`config.mk`:
```
export PLATFORM = sky130hd
export DESIGN_NAME = muldiv_unit
export DESIGN_NICKNAME = d
export VERILOG_FILES = /design/src/rtl/muldiv_pkg.sv /design/src/rtl/muldiv_negate.sv /design/src/rtl/muldiv_unit.sv
export SDC_FILE = /design/constraint.sdc
export NUM_CORES = 1
export LEC_CHECK = 0
export ABC_AREA = 1
export CAP_MARGIN = 20
export CORE_UTILIZATION = 61
export CTS_CLUSTER_SIZE = 8
export DETAILED_ROUTE_END_ITERATION = 8
export GPL_ROUTABILITY_DRIVEN = 0
export GPL_TIMING_DRIVEN = 1
export HOLD_SLACK_MARGIN = 0.06
export PLACE_DENSITY = 0.83
export SLEW_MARGIN = 20
export SYNTH_ARGS = -nofsm -noshare
export SYNTH_HDL_FRONTEND = slang
export SYNTH_SLANG_ARGS = --single-unit
```
`constraint.sdc`:
```
create_clock -name clock -period 13 [get_ports clock]
set_input_delay 3.25 -clock clock [delete_from_list [all_inputs] [get_ports clock]]
set_output_delay 3.25 -clock clock [all_outputs]
set_load 0.03 [all_outputs]
```
`src/rtl/muldiv_pkg.sv`:
```
// Shared definitions for the iterative multiply/divide unit:
// operation encodings, FSM states and small op-decoding helpers.
package muldiv_pkg;

    localparam logic [1:0] OP_MULT  = 2'b00;
    localparam logic [1:0] OP_MULTU = 2'b01;
    localparam logic [1:0] OP_DIV   = 2'b10;
    localparam logic [1:0] OP_DIVU  = 2'b11;

    typedef enum logic [1:0] {
        IDLE = 2'd0,
        RUN  = 2'd1,
        FIX  = 2'd2,
        DONE = 2'd3
    } state_e;

    // Divide ops have the high op bit set.
    function automatic logic op_is_div(input logic [1:0] op);
        return op[1];
    endfunction

    // Signed variants have the low op bit clear.
    function automatic logic op_is_signed(input logic [1:0] op);
        return ~op[0];
    endfunction

endpackage

```
`src/rtl/muldiv_negate.sv`:
```
// Conditional two's-complement negation: y = neg ? -x : x.
// Used for operand magnitudes on entry and for sign fix-up of results.
module muldiv_negate #(
    parameter int W = 32
) (
    input  logic         neg_i,
    input  logic [W-1:0] x_i,
    output logic [W-1:0] y_o
);

    assign y_o = neg_i ? (~x_i + W'(1)) : x_i;

endmodule

```
`src/rtl/muldiv_unit.sv`:
```
// Iterative signed/unsigned multiply and restoring divide.
// One bit per cycle on magnitudes; signs are applied in a single FIX cycle.
// Both datapaths share a WIDTH+1-bit adder/subtractor and a 2*WIDTH shift register.
module muldiv_unit
    import muldiv_pkg::*;
#(
    parameter int WIDTH = 32
) (
    input  logic             clock,
    input  logic             reset,
    input  logic             start,
    input  logic [1:0]       op,
    input  logic [WIDTH-1:0] a,
    input  logic [WIDTH-1:0] b,
    output logic             busy,
    output logic             done,
    output logic             div_zero,
    output logic [WIDTH-1:0] hi,
    output logic [WIDTH-1:0] lo
);

    localparam int CW = $clog2(WIDTH);

    state_e               state_q, state_d;
    logic [CW-1:0]        cnt_q, cnt_d;
    logic                 is_div_q, is_div_d;
    logic                 neg_lo_q, neg_lo_d;   // product / quotient sign
    logic                 neg_hi_q, neg_hi_d;   // remainder sign
    logic                 dz_q, dz_d;
    logic [WIDTH-1:0]     opnd_q, opnd_d;       // multiplicand or divisor magnitude
    logic [2*WIDTH-1:0]   sreg_q, sreg_d;       // {acc/rem, multiplier/quotient}
    logic [WIDTH-1:0]     hi_q, hi_d;
    logic [WIDTH-1:0]     lo_q, lo_d;
    logic                 done_q, done_d;
    logic                 div_zero_q, div_zero_d;

    // Operand magnitudes taken straight from the inputs at the accepting edge.
    logic                 sgn_in;
    logic                 neg_a_in, neg_b_in;
    logic [WIDTH-1:0]     abs_a, abs_b;

    assign sgn_in   = op_is_signed(op);
    assign neg_a_in = sgn_in & a[WIDTH-1];
    assign neg_b_in = sgn_in & b[WIDTH-1];

    muldiv_negate #(.W(WIDTH)) u_abs_a (.neg_i(neg_a_in), .x_i(a), .y_o(abs_a));
    muldiv_negate #(.W(WIDTH)) u_abs_b (.neg_i(neg_b_in), .x_i(b), .y_o(abs_b));

    // Sign fix-up of the finished magnitudes.
    logic [2*WIDTH-1:0]   prod_fix;
    logic [WIDTH-1:0]     quot_fix, rem_fix;

    muldiv_negate #(.W(2*WIDTH)) u_fix_prod (.neg_i(neg_lo_q), .x_i(sreg_q), .y_o(prod_fix));
    muldiv_negate #(.W(WIDTH)) u_fix_quot (.neg_i(neg_lo_q), .x_i(sreg_q[WIDTH-1:0]), .y_o(quot_fix));
    muldiv_negate #(.W(WIDTH)) u_fix_rem (.neg_i(neg_hi_q), .x_i(sreg_q[2*WIDTH-1:WIDTH]), .y_o(rem_fix));

    // Shared adder/subtractor: adds for multiply, subtracts for divide.
    logic [WIDTH:0]       add_x, add_y, add_r;
    logic [2*WIDTH-1:0]   mul_step, div_step;

    // Operand selection and the one-bit iteration for each datapath.
    always_comb begin
        add_x = is_div_q ? sreg_q[2*WIDTH-1:WIDTH-1] : {1'b0, sreg_q[2*WIDTH-1:WIDTH]};
        add_y = {1'b0, opnd_q} ^ {(WIDTH+1){is_div_q}};
        add_r = add_x + add_y + {{WIDTH{1'b0}}, is_div_q};
        // Shift-add: add multiplicand when the current multiplier bit is set, then shift right.
        mul_step = sreg_q[0] ? {add_r, sreg_q[WIDTH-1:1]} : {1'b0, sreg_q[2*WIDTH-1:1]};
        // Restoring divide: keep the difference only when it did not borrow.
        div_step = add_r[WIDTH] ? {sreg_q[2*WIDTH-2:0], 1'b0}
                                : {add_r[WIDTH-1:0], sreg_q[WIDTH-2:0], 1'b1};
    end

    // State register.
    always_ff @(posedge clock or posedge reset) begin
        if (reset) begin
            state_q <= IDLE;
        end else begin
            state_q <= state_d;
        end
    end

    // Next-state and datapath next values.
    always_comb begin
        state_d    = state_q;
        cnt_d      = cnt_q;
        is_div_d   = is_div_q;
        neg_lo_d   = neg_lo_q;
        neg_hi_d   = neg_hi_q;
        dz_d       = dz_q;
        opnd_d     = opnd_q;
        sreg_d     = sreg_q;
        hi_d       = hi_q;
        lo_d       = lo_q;
        done_d     = (state_q == DONE);
        div_zero_d = (state_q == DONE) & dz_q;

        unique case (state_q)
            IDLE: begin
                if (start) begin
                    is_div_d = op_is_div(op);
                    if (op_is_div(op) && (b == '0)) begin
                        // Nothing to compute: report and leave hi/lo untouched.
                        dz_d    = 1'b1;
                        state_d = DONE;
                    end else begin
                        dz_d     = 1'b0;
                        cnt_d    = '0;
                        neg_lo_d = neg_a_in ^ neg_b_in;
                        neg_hi_d = neg_a_in;
                        opnd_d   = op_is_div(op) ? abs_b : abs_a;
                        sreg_d   = {{WIDTH{1'b0}}, (op_is_div(op) ? abs_a : abs_b)};
                        state_d  = RUN;
                    end
                end
            end
            RUN: begin
                sreg_d = is_div_q ? div_step : mul_step;
                cnt_d  = cnt_q + CW'(1);
                if (cnt_q == CW'(WIDTH - 1)) begin
                    cnt_d   = '0;
                    state_d = FIX;
                end
            end
            FIX: begin
                if (is_div_q) begin
                    hi_d = rem_fix;
                    lo_d = quot_fix;
                end else begin
                    hi_d = prod_fix[2*WIDTH-1:WIDTH];
                    lo_d = prod_fix[WIDTH-1:0];
                end
                state_d = DONE;
            end
            DONE: begin
                state_d = IDLE;
            end
            default: state_d = IDLE;
        endcase
    end

    // Datapath and output registers.
    always_ff @(posedge clock or posedge reset) begin
        if (reset) begin
            cnt_q      <= '0;
            is_div_q   <= 1'b0;
            neg_lo_q   <= 1'b0;
            neg_hi_q   <= 1'b0;
            dz_q       <= 1'b0;
            opnd_q     <= '0;
            sreg_q     <= '0;
            hi_q       <= '0;
            lo_q       <= '0;
            done_q     <= 1'b0;
            div_zero_q <= 1'b0;
        end else begin
            cnt_q      <= cnt_d;
            is_div_q   <= is_div_d;
            neg_lo_q   <= neg_lo_d;
            neg_hi_q   <= neg_hi_d;
            dz_q       <= dz_d;
            opnd_q     <= opnd_d;
            sreg_q     <= sreg_d;
            hi_q       <= hi_d;
            lo_q       <= lo_d;
            done_q     <= done_d;
            div_zero_q <= div_zero_d;
        end
    end

    assign busy     = (state_q != IDLE);
    assign done     = done_q;
    assign div_zero = div_zero_q;
    assign hi       = hi_q;
    assign lo       = lo_q;

endmodule

```
# --- Word-level counts from Yosys, hierarchy flattened ---
# Cells that the tools add are included.
classes:
  add_sub_neg: 8
  eq_ne: 7
  n_mux: 25
  n_bitwise: 12
  n_reduce_logical: 9
op_table:
  columns: ["cell", "n"]
  rows:
  - ["64-bit two-way mux", 6]
  - ["32-bit two-way mux", 8]
  - ["32-bit by 1-bit adder with 32-bit output (second input constant)", 4]
  - ["32-bit inverter", 4]
  - ["64-bit one-hot mux with 2 select lines", 1]
  - ["64-bit by 1-bit adder with 64-bit output (second input constant)", 1]
  - ["64-bit inverter", 1]
  - ["33-bit by 1-bit adder with 33-bit output", 1]
  - ["33-bit adder", 1]
  - ["33-bit two-way mux", 1]
  - ["32-bit by 33-bit bitwise XOR with 33-bit output", 1]
  - ["32-bit logical NOT", 1]
  - ["5-bit two-way mux", 3]
  - ["5-bit one-hot mux with 2 select lines", 1]
  - ["2-bit one-hot mux with 4 select lines", 1]
  - ["2-bit two-way mux", 3]
  - ["2-bit != test (second input constant)", 3]
  - ["3-bit AND reduction", 2]
  - ["5-bit by 1-bit adder with 5-bit output (second input constant)", 1]
  - ["5-bit equality test (second input constant)", 1]
  - ["2-bit equality test (second input constant)", 2]
  - ["2-bit AND reduction", 2]
  - ["2-bit nonzero test", 2]
  - ["1-bit AND", 3]
  - ["other kinds (6)", 7]
word_totals:
  reg_bits: 173
  out_inout_bits: 67
  wordCells: 73

# --- Logic depth before layout (Yosys ltp) ---
# Gate-level depths: netlist of run 1.
logic_depth:
  word_depth: 7
  mapped_depth: 23
  depth_no_buf: 20

# --- Hierarchy ---
# A second synthesis of run 1 with hierarchy kept.
unflattened:
  hier_cells: 3213
  hier_area_um2: 18928.2
modules_own_cells:
  columns: ["module", "instances", "cells_each", "area_each_um2"]
  rows:
  - ["muldiv_unit", 1, 1807, 12027.8]
  - ["muldiv_negate (u_abs_a ...)", 4, 227, 1108.6]
  - ["muldiv_negate (u_fix_prod)", 1, 498, 2466.1]

# --- Least setup slack after synthesis of run 1 ---
# Ideal clock, no wire load.
synth_timing:
  path_type: "input -> register"
  from: "input b[0]"
  to: "register sreg_q[33]"
  setup_ns: 0.117
  t_arrival_ns: 4.712
  slack_ns: 8.172
  path_stages: 15
  path_buffers: 2
  cell_sequence: "inv_1 -> ha_1 -> nand3_1 -> nor2_2 -> nand2_2 -> nor2_2 -> nand2_2 -> nand3_4 -> nand2_4 -> nand2_2 -> buf_4 -> buf_6 -> a21oi_1 -> nand2_1 -> nand2_1"
synth_via:
  elab_chain_cells: 4
synth_lines:
  columns: ["element", "line_no", "text"]
  rows:
  - ["start: declaration", "muldiv_unit.sv:14", "input logic [WIDTH-1:0] b,"]
  - ["32-bit logical NOT", "muldiv_unit.sv:101", "if (op_is_div(op) && (b == '0)) begin"]
  - ["1-bit logical AND", "muldiv_unit.sv:101", null]
  - ["2-bit != test (no line)", null, null]
  - ["3-bit AND reduction (no line)", null, null]
  - ["end signal: assignment", "muldiv_unit.sv:162", "sreg_q <= sreg_d;"]
  - ["end: declaration", "muldiv_unit.sv:31", "logic [2*WIDTH-1:0] sreg_q, sreg_d;"]
# No other way between the ends.
# A chain may end at the register's enable or synchronous reset.

# --- Worst setup path in the final report of run 1 ---
layout_timing:
  from: "input b[0]"
  to: "register cnt_q[3]"
layout_via:
  elab_chain_cells: 4
layout_lines:
  columns: ["element", "line_no", "text"]
  rows:
  - ["32-bit logical NOT", "muldiv_unit.sv:101", null]
  - ["1-bit logical AND", "muldiv_unit.sv:101", null]
  - ["2-bit != test (no line)", null, null]
  - ["3-bit AND reduction (no line)", null, null]
  - ["end signal: assignment", "muldiv_unit.sv:156", "cnt_q <= cnt_d;"]
  - ["end: declaration", "muldiv_unit.sv:25", "logic [CW-1:0] cnt_q, cnt_d;"]
# No other way between the ends.

==> results of run 1 <==
-- metrics by stage --
stage	hold slack, ns	total power, mW	setup slack, ns	cell area (µm²)	cells
2_1_floorplan	0.4365	3.474	5.062	16480	2713
3_3_place_gp	0.4627	4.286	6.126	17760	3066
3_5_place_dp	0.4681	4.378	5.983	17760	3066
4_1_cts	0.4874	4.945	6.431	18400	3098
5_1_grt	0.5056	5.442	6.160	18410	3099
6_report	0.4837	5.068	6.263	18410	3099
-- worst min-delay path by stage --
stage,end,slack [ns],cells past startpoint
after floorplan,div_zero$_DFF_PP0_,0.44,2
after global placement,hi[11]$_DFFE_PP0P_,0.46,2
after detailed placement,hi[11]$_DFFE_PP0P_,0.47,2
after CTS,hi[11]$_DFFE_PP0P_,0.49,2
after global routing,hi[10]$_DFFE_PP0P_,0.51,2
final,hi[10]$_DFFE_PP0P_,0.48,2
-- per-layer routing --
layer | part of all wire | wire length, µm | global-route usage | vias up
met4 | 0.059 | 3243 | 0.2250 | 2
li1 | - | - | - | 8848
met3 | 0.13 | 7265 | 0.08913 | 247
met1 | 0.38 | 21230 | 0.5238 | 8486
met5 | 0.00023 | 13 | 0 | -
met2 | 0.43 | 23610 | 0.5824 | 1377
-- area by class of cell --
| class | instances | area, µm² | area share |
|---|---|---|---|
| Sequential cell | 173 | 4333 | 0.2353 |
| Multi-Input combinational cell | 2160 | 10620 | 0.5767 |
| Clock buffer | 17 | 425.4 | 0.02311 |
| Inverter | 250 | 943.4 | 0.05124 |
| Clock inverter | 15 | 214.0 | 0.01162 |
| Tap cell | 335 | 419.2 | 0.02277 |
| Timing Repair Buffer | 149 | 1459 | 0.07924 |
-- layout by cell type (no fill, tap or decap), drive strengths merged, types with 4 or more instances in the layout --
master,count
clkinv,9
xor2,127
dfrtp,173
clkdlybuf4s50,134
o31ai,4
xnor2,10
nor2,303
o21ai,222
nor3,42
nor3b,4
nand3,256
o211ai,33
ha,42
inv,254
nand4,26
buf,15
a22oi,10
a21oi,126
a31oi,20
clkbuf,17
or2,4
o21a,4
o21bai,4
nand2,903
a22o,4
nand3b,4
-- power breakdown --
part	internal [mW]	switching [mW]	total (mW)
logic	1.10	2.37	3.47
clock network	0.282	0.273	0.555
registers	0.768	0.274	1.04
total	2.15	2.92	5.07
-- state kept, by name (all words and copies together) (netlist names) --
name	count
sreg_q	64
hi	32
lo	32
opnd_q	32
cnt_q	5
state_q	2
div_zero	1
done	1
dz_q	1
is_div_q	1
neg_hi_q	1
neg_lo_q	1
-- synth_stat cells, drive strengths merged (42+ instances only) --
library cell,n
nand3,256
nand2,903
a21oi,126
ha,42
nor2,303
nor3,42
inv,248
xor2,127
o21ai,222
dfrtp,173
buf,50
clkbuf,80
-- critical path: stages --
cell	delay (ns)
clkdlybuf4s50_1	0.45
inv_1	0.12
ha_1	0.23
nand3_1	0.19
nor2_2	0.27
nand2_2	0.10
nor2_2	0.19
nand2_2	0.12
nand3_4	0.38
nand2_4	0.45
inv_2	0.88
nor2_1	0.12
xor2_1	0.22
a21oi_2	0.05
-- kinds of logic after synthesis --
group                      count (synthesis)  share of synthesized area
DFF                                      173                     0.2627
buffers and inverters                    380                    0.09294
xor gates and xnor gates                 137                    0.07282
and+or+nand+nor                         1544                     0.3926
AOI/OAI and AO/OA                        435                     0.1453
adders and majority gates                 43                    0.03311
muxes                                      1                  0.0006075
==> results.ini, run 1 <==
[setup_path]
r2r_start = is_div_q$_DFFE_PP0P_
reg2reg_depth = 17
required_ns = 13.31
arrival_ns = 7.04
crit_path_end_kind = flip-flop
startpoint = b[0]
critPathMaxFanout = 57
regToRegSetupSlack_ns = 8.64
crit_end = cnt_q[3]$_DFFE_PP0P_
criticalPathCategory = in2reg
crit_path_start_kind = input pin
r2r-end = sreg_q[52]$_DFFE_PP0P_

[synth]
yosysTopAreaCellShare = 0.2627
yosys_warnings = 0
synthTopCellsByArea = dfrtp_1 (26%), nand2_1 (20%), nand3_1 (7.7%)
netlist_area_um2 = 16480
synthFlopType = dfrtp_1
syn_nets = 2825
seq_area_frac_synth = 0.2627
ys_types = 52
synth_top_area_cell = dfrtp_1
async_flop_share = 1.000
syn_inst = 2713
synth-seq-cells = 173
syn_area_per_cell_um2 = 6.074
synth_edf_count = 0

[sta]
skew_ns = 0.01434
fin_crit_ns = 6.737
worstMarginPinSlew_ns = 1.020
setup_viol = 0
maxSlewHeadroom = 0.3193
report.final.slew_viol_count = 0
hold_viol_final = 0
fin_crit_sh = 0.5182
rsz0062_at_grt = false
fmaxAchievable_ghz = 0.1484
finalSetupTns_ns = 0

[clocking]
cts_setup_buffers = 0
cts_tree = yes
cts.path.max_buffers = 2
ctsHoldBuffers = 0
clkTransAtPathRegs_ns = 0.07
clock_latency_ns = 0.45
h-tree-depth = 4
cts_resized = 0
clock-sinks = 173
cts_root_buf = clkbuf_16
cts_made_buffers = 17

[global_routing]
overflow = 0
grt_util_all_layers = 0.3918
grt_pass1_wl_um = 86470
grt_max_degree = 108
grt_antenna_before_repair = 1
first_global_vias = 16710

[run]
cap_viol_max_count = 0

[drt]
routed_wl_um = 55360
wl_per_cell_um = 17.87
drc = 11
first_pass_iters = 9
vias_per_cell = 6.118
initialDrtViolationCount = 2838
num_vias = 18960
ant_nets = 0

[floorplanning]
num_io_pins = 136
num_rows = 59
core_um2 = 26280
start_util = 0.6270
dieArea_um2 = 27680
fp.dieH_um = 166.4
chipWidth_um = 166.4

[worst_hold_path]
hold_start = hi[10]$_DFFE_PP0P_
hold_path.class = reg2reg

[placement]
hpwl_um = 41690
io_buffers = 135

[pwr]
ir_drop_mv = 0.1422
powerDensity_nw_per_um2 = 275.3
p_leak_nw = 8.923

[final_layout]
finish.utilization = 0.7006
antenna_cells = 0
drive_above_1_share = 0.04233
syn_to_final_growth_pct = 11.73
fillers = 2291
fin_nets = 2863

[run_status]
violations = DRC
status = finished with violations

(Power assumes the default switching activity.)
==> run 2: changes to the inputs <==
--- a/config.mk
+++ b/config.mk
@@ -7,13 +7,13 @@
 export LEC_CHECK = 0
 export ABC_AREA = 1
 export CAP_MARGIN = 20
-export CORE_UTILIZATION = 61
+export CORE_UTILIZATION = 60
 export CTS_CLUSTER_SIZE = 8
 export DETAILED_ROUTE_END_ITERATION = 8
 export GPL_ROUTABILITY_DRIVEN = 0
 export GPL_TIMING_DRIVEN = 1
 export HOLD_SLACK_MARGIN = 0.06
-export PLACE_DENSITY = 0.83
+export PLACE_DENSITY = 0.82
 export SLEW_MARGIN = 20
 export SYNTH_ARGS = -nofsm -noshare
 export SYNTH_HDL_FRONTEND = slang
==> constraint.sdc (replaced) <==
create_clock -name clock -period 6.3 [get_ports clock]
set_input_delay 1.575 -clock clock [delete_from_list [all_inputs] [get_ports clock]]
set_output_delay 1.575 -clock clock [all_outputs]
set_load 0.03 [all_outputs]
==> run 2 against run 1 <==
  * The run now ends clean
  * Clock skew increased by 0.0020 ns
  * Clock-buffer cell count unchanged
  * Non-clock buffer count increased by 1
  * Worst hold slack got worse by 0.0036 ns
  * Final area increased by 0.15%
  * Sequential cell count unchanged
  * Global-route usage decreased by 0.42 points
  * Core utilization decreased by 1.6 points
  * Combinational power increased by 110%
  * Via count decreased by 0.97%
  * Largest power group unchanged
==> results.ini, run 2 (synthesis gave the netlist of run 1 again) <==
[setup_path]
crit_path_start_kind = input pin
slowest_stage = inv_2
crit_family = simple AND/OR/NAND/NOR gates
required_ns = 6.68  ; -6.63 ns
criticalPathCategory = in2reg
path_cells = clkdlybuf4s50_1 -> inv_1 -> ha_1 -> nand3_1 -> nor2_2 -> nand2_2 -> nor2_2 -> nand2_2 -> nand3_4 -> nand2_4 -> inv_2 -> buf_4 -> nand2_1 -> nand2_1
cpPeakStageDelay_ns = 0.62  ; -0.26 ns
r2r_start = is_div_q$_DFFE_PP0P_
arrival_ns = 5.15  ; -1.89 ns
path_buf_inv = 4  ; +1
startpoint = b[0]
crit_path_end_kind = flip-flop
critPathMaxFanout = 49  ; -14%

[sta]
hold_viol_final = 0  ; unchanged
fin_crit_sh = 0.7569
maxSlewHeadroom = 0.3375  ; +0.01813
worstMarginPinSlew_ns = 0.9924  ; -0.02715 ns
rsz0062_at_grt = false
finalSetupTns_ns = 0  ; unchanged
setup_viol = 0  ; unchanged
fmaxAchievable_ghz = 0.2097
report.final.slew_viol_count = 0  ; unchanged
skew_ns = 0.01639  ; +0.002046 ns
fin_crit_ns = 4.768

[global_routing]
first_global_vias = 16710  ; +0.048%
grt_antenna_before_repair = 0  ; -1
overflow = 0  ; unchanged
grt_pass1_wl_um = 86210  ; -0.30%
grt_max_degree = 115  ; +6.5%
grt_util_all_layers = 0.3876  ; -0.004183

[pwr]
p_leak_nw = 8.931  ; about the same
ir_drop_mv = 0.2920  ; +110%
powerDensity_nw_per_um2 = 566.2  ; +110%

[drt]
num_vias = 18780  ; -0.97%
routed_wl_um = 54830  ; -0.96%
vias_per_cell = 6.045  ; -1.2%
initialDrtViolationCount = 2620  ; -7.7%
wl_per_cell_um = 17.65  ; -1.2%
ant_nets = 0  ; unchanged
drc = 0  ; -11
first_pass_iters = 8  ; -1

[placement]
placedCellCount = 3074  ; +0.26%
io_buffers = 135  ; unchanged
hpwl_um = 41480  ; -0.49%

[clocking]
cts_made_buffers = 17  ; unchanged
cts_root_buf = clkbuf_16
cts.path.max_buffers = 2  ; unchanged
cts_resized = 0  ; unchanged
clock-sinks = 173  ; unchanged
cts_setup_buffers = 0  ; unchanged
cts_tree = yes
clkTransAtPathRegs_ns = 0.09  ; +0.02 ns
ctsHoldBuffers = 0  ; unchanged
h-tree-depth = 4  ; unchanged
clock_latency_ns = 0.45  ; about the same

[final_layout]
drive_above_1_share = 0.04268  ; +0.0003464
antenna_cells = 0  ; unchanged
fin_nets = 2864  ; +0.035%
instances_no_fill = 3106  ; +0.23%
syn_to_final_growth_pct = 11.90
final_cell_mix = nand2_1 (883), nor2_1 (285), nand3_1 (254), inv_1 (236), o21ai_0 (191)
largest-register = sreg_q
largest_reg_flops = 64  ; unchanged
mostFrequentLayoutCell = nand2_1

[run]
cap_viol_max_count = 0  ; unchanged

[floorplanning]
start_util = 0.6114  ; -0.01560
num_rows = 60  ; +1.7%
dieArea_um2 = 28130  ; +1.6%
core_um2 = 26950  ; +2.6%
chipWidth_um = 167.7  ; +0.82%
num_io_pins = 136  ; unchanged
fp.dieH_um = 167.7  ; +0.82%

[run_status]
status = finished, final reports clean

[worst_hold_path]
hold_start = hi[16]$_DFFE_PP0P_
hold_path.class = reg2reg

## run 2: changes by cell type in the layout (fill, tap and decap cells not counted), sizes merged
cell and change:
inv +2, buf +1, bufinv -1, clkinvlp -1
## run 2: final cells by class
type	count	area, µm²
multi-input cells	2160	10620
clock buffers	17	425.4
inverters	250	943.4
fillers	2428	8512
repair buffers	150	1484
well taps	341	426.7
flip-flops and latches	173	4333
clock inverters	15	209.0
## run 2: power breakdown
group          switching (mW)  total (mW)  internal, mW
Clock                   0.578        1.13         0.553
Sequential              0.573        2.16          1.58
Combinational            4.87        7.15          2.28
Total                    6.02        10.4          4.42
## run 2: final timing paths
path                                     endpoint  slack (ns)  cells past startpoint
hold / removal                 hi[16]$_DFFE_PP0P_        0.48                      2
min in group asynchronous      lo[12]$_DFFE_PP0P_        1.54                      2
setup / recovery           sreg_q[60]$_DFFE_PP0P_        1.53                     14
max in group asynchronous  sreg_q[62]$_DFFE_PP0P_        3.73                      3
hold reg to reg                hi[16]$_DFFE_PP0P_        0.48                      2
setup reg to reg           sreg_q[36]$_DFFE_PP0P_        2.35                     18
## run 2: tightest hold or removal path: stages (launching register included)
cell,delay [ns]
dfrtp_1,0.35
nand2_1,0.05
nand2_1,0.05
## run 2: routing by layer
metal	vias up	global-route usage	wire length, µm
li1	8847	-	-
met2	1191	0.5913	23690
met3	194	0.06831	6095
met1	8545	0.5259	22090
met4	0	0.2002	2966
met5	-	0	0
## run 2: metrics by stage
stage	area, µm²	util	hold WS (ns)	total power [mW]	worst slack (ns)
finish	18440	0.6842	0.4801	10.44	1.532
global placement	17800	0.6606	0.4612	8.873	1.304
CTS	18440	0.6842	0.4868	10.22	1.664
detailed placement	17800	0.6606	0.4637	9.052	1.224
global route	18440	0.6842	0.5049	11.27	1.319
floorplan	16480	-	0.4365	7.168	0.03650
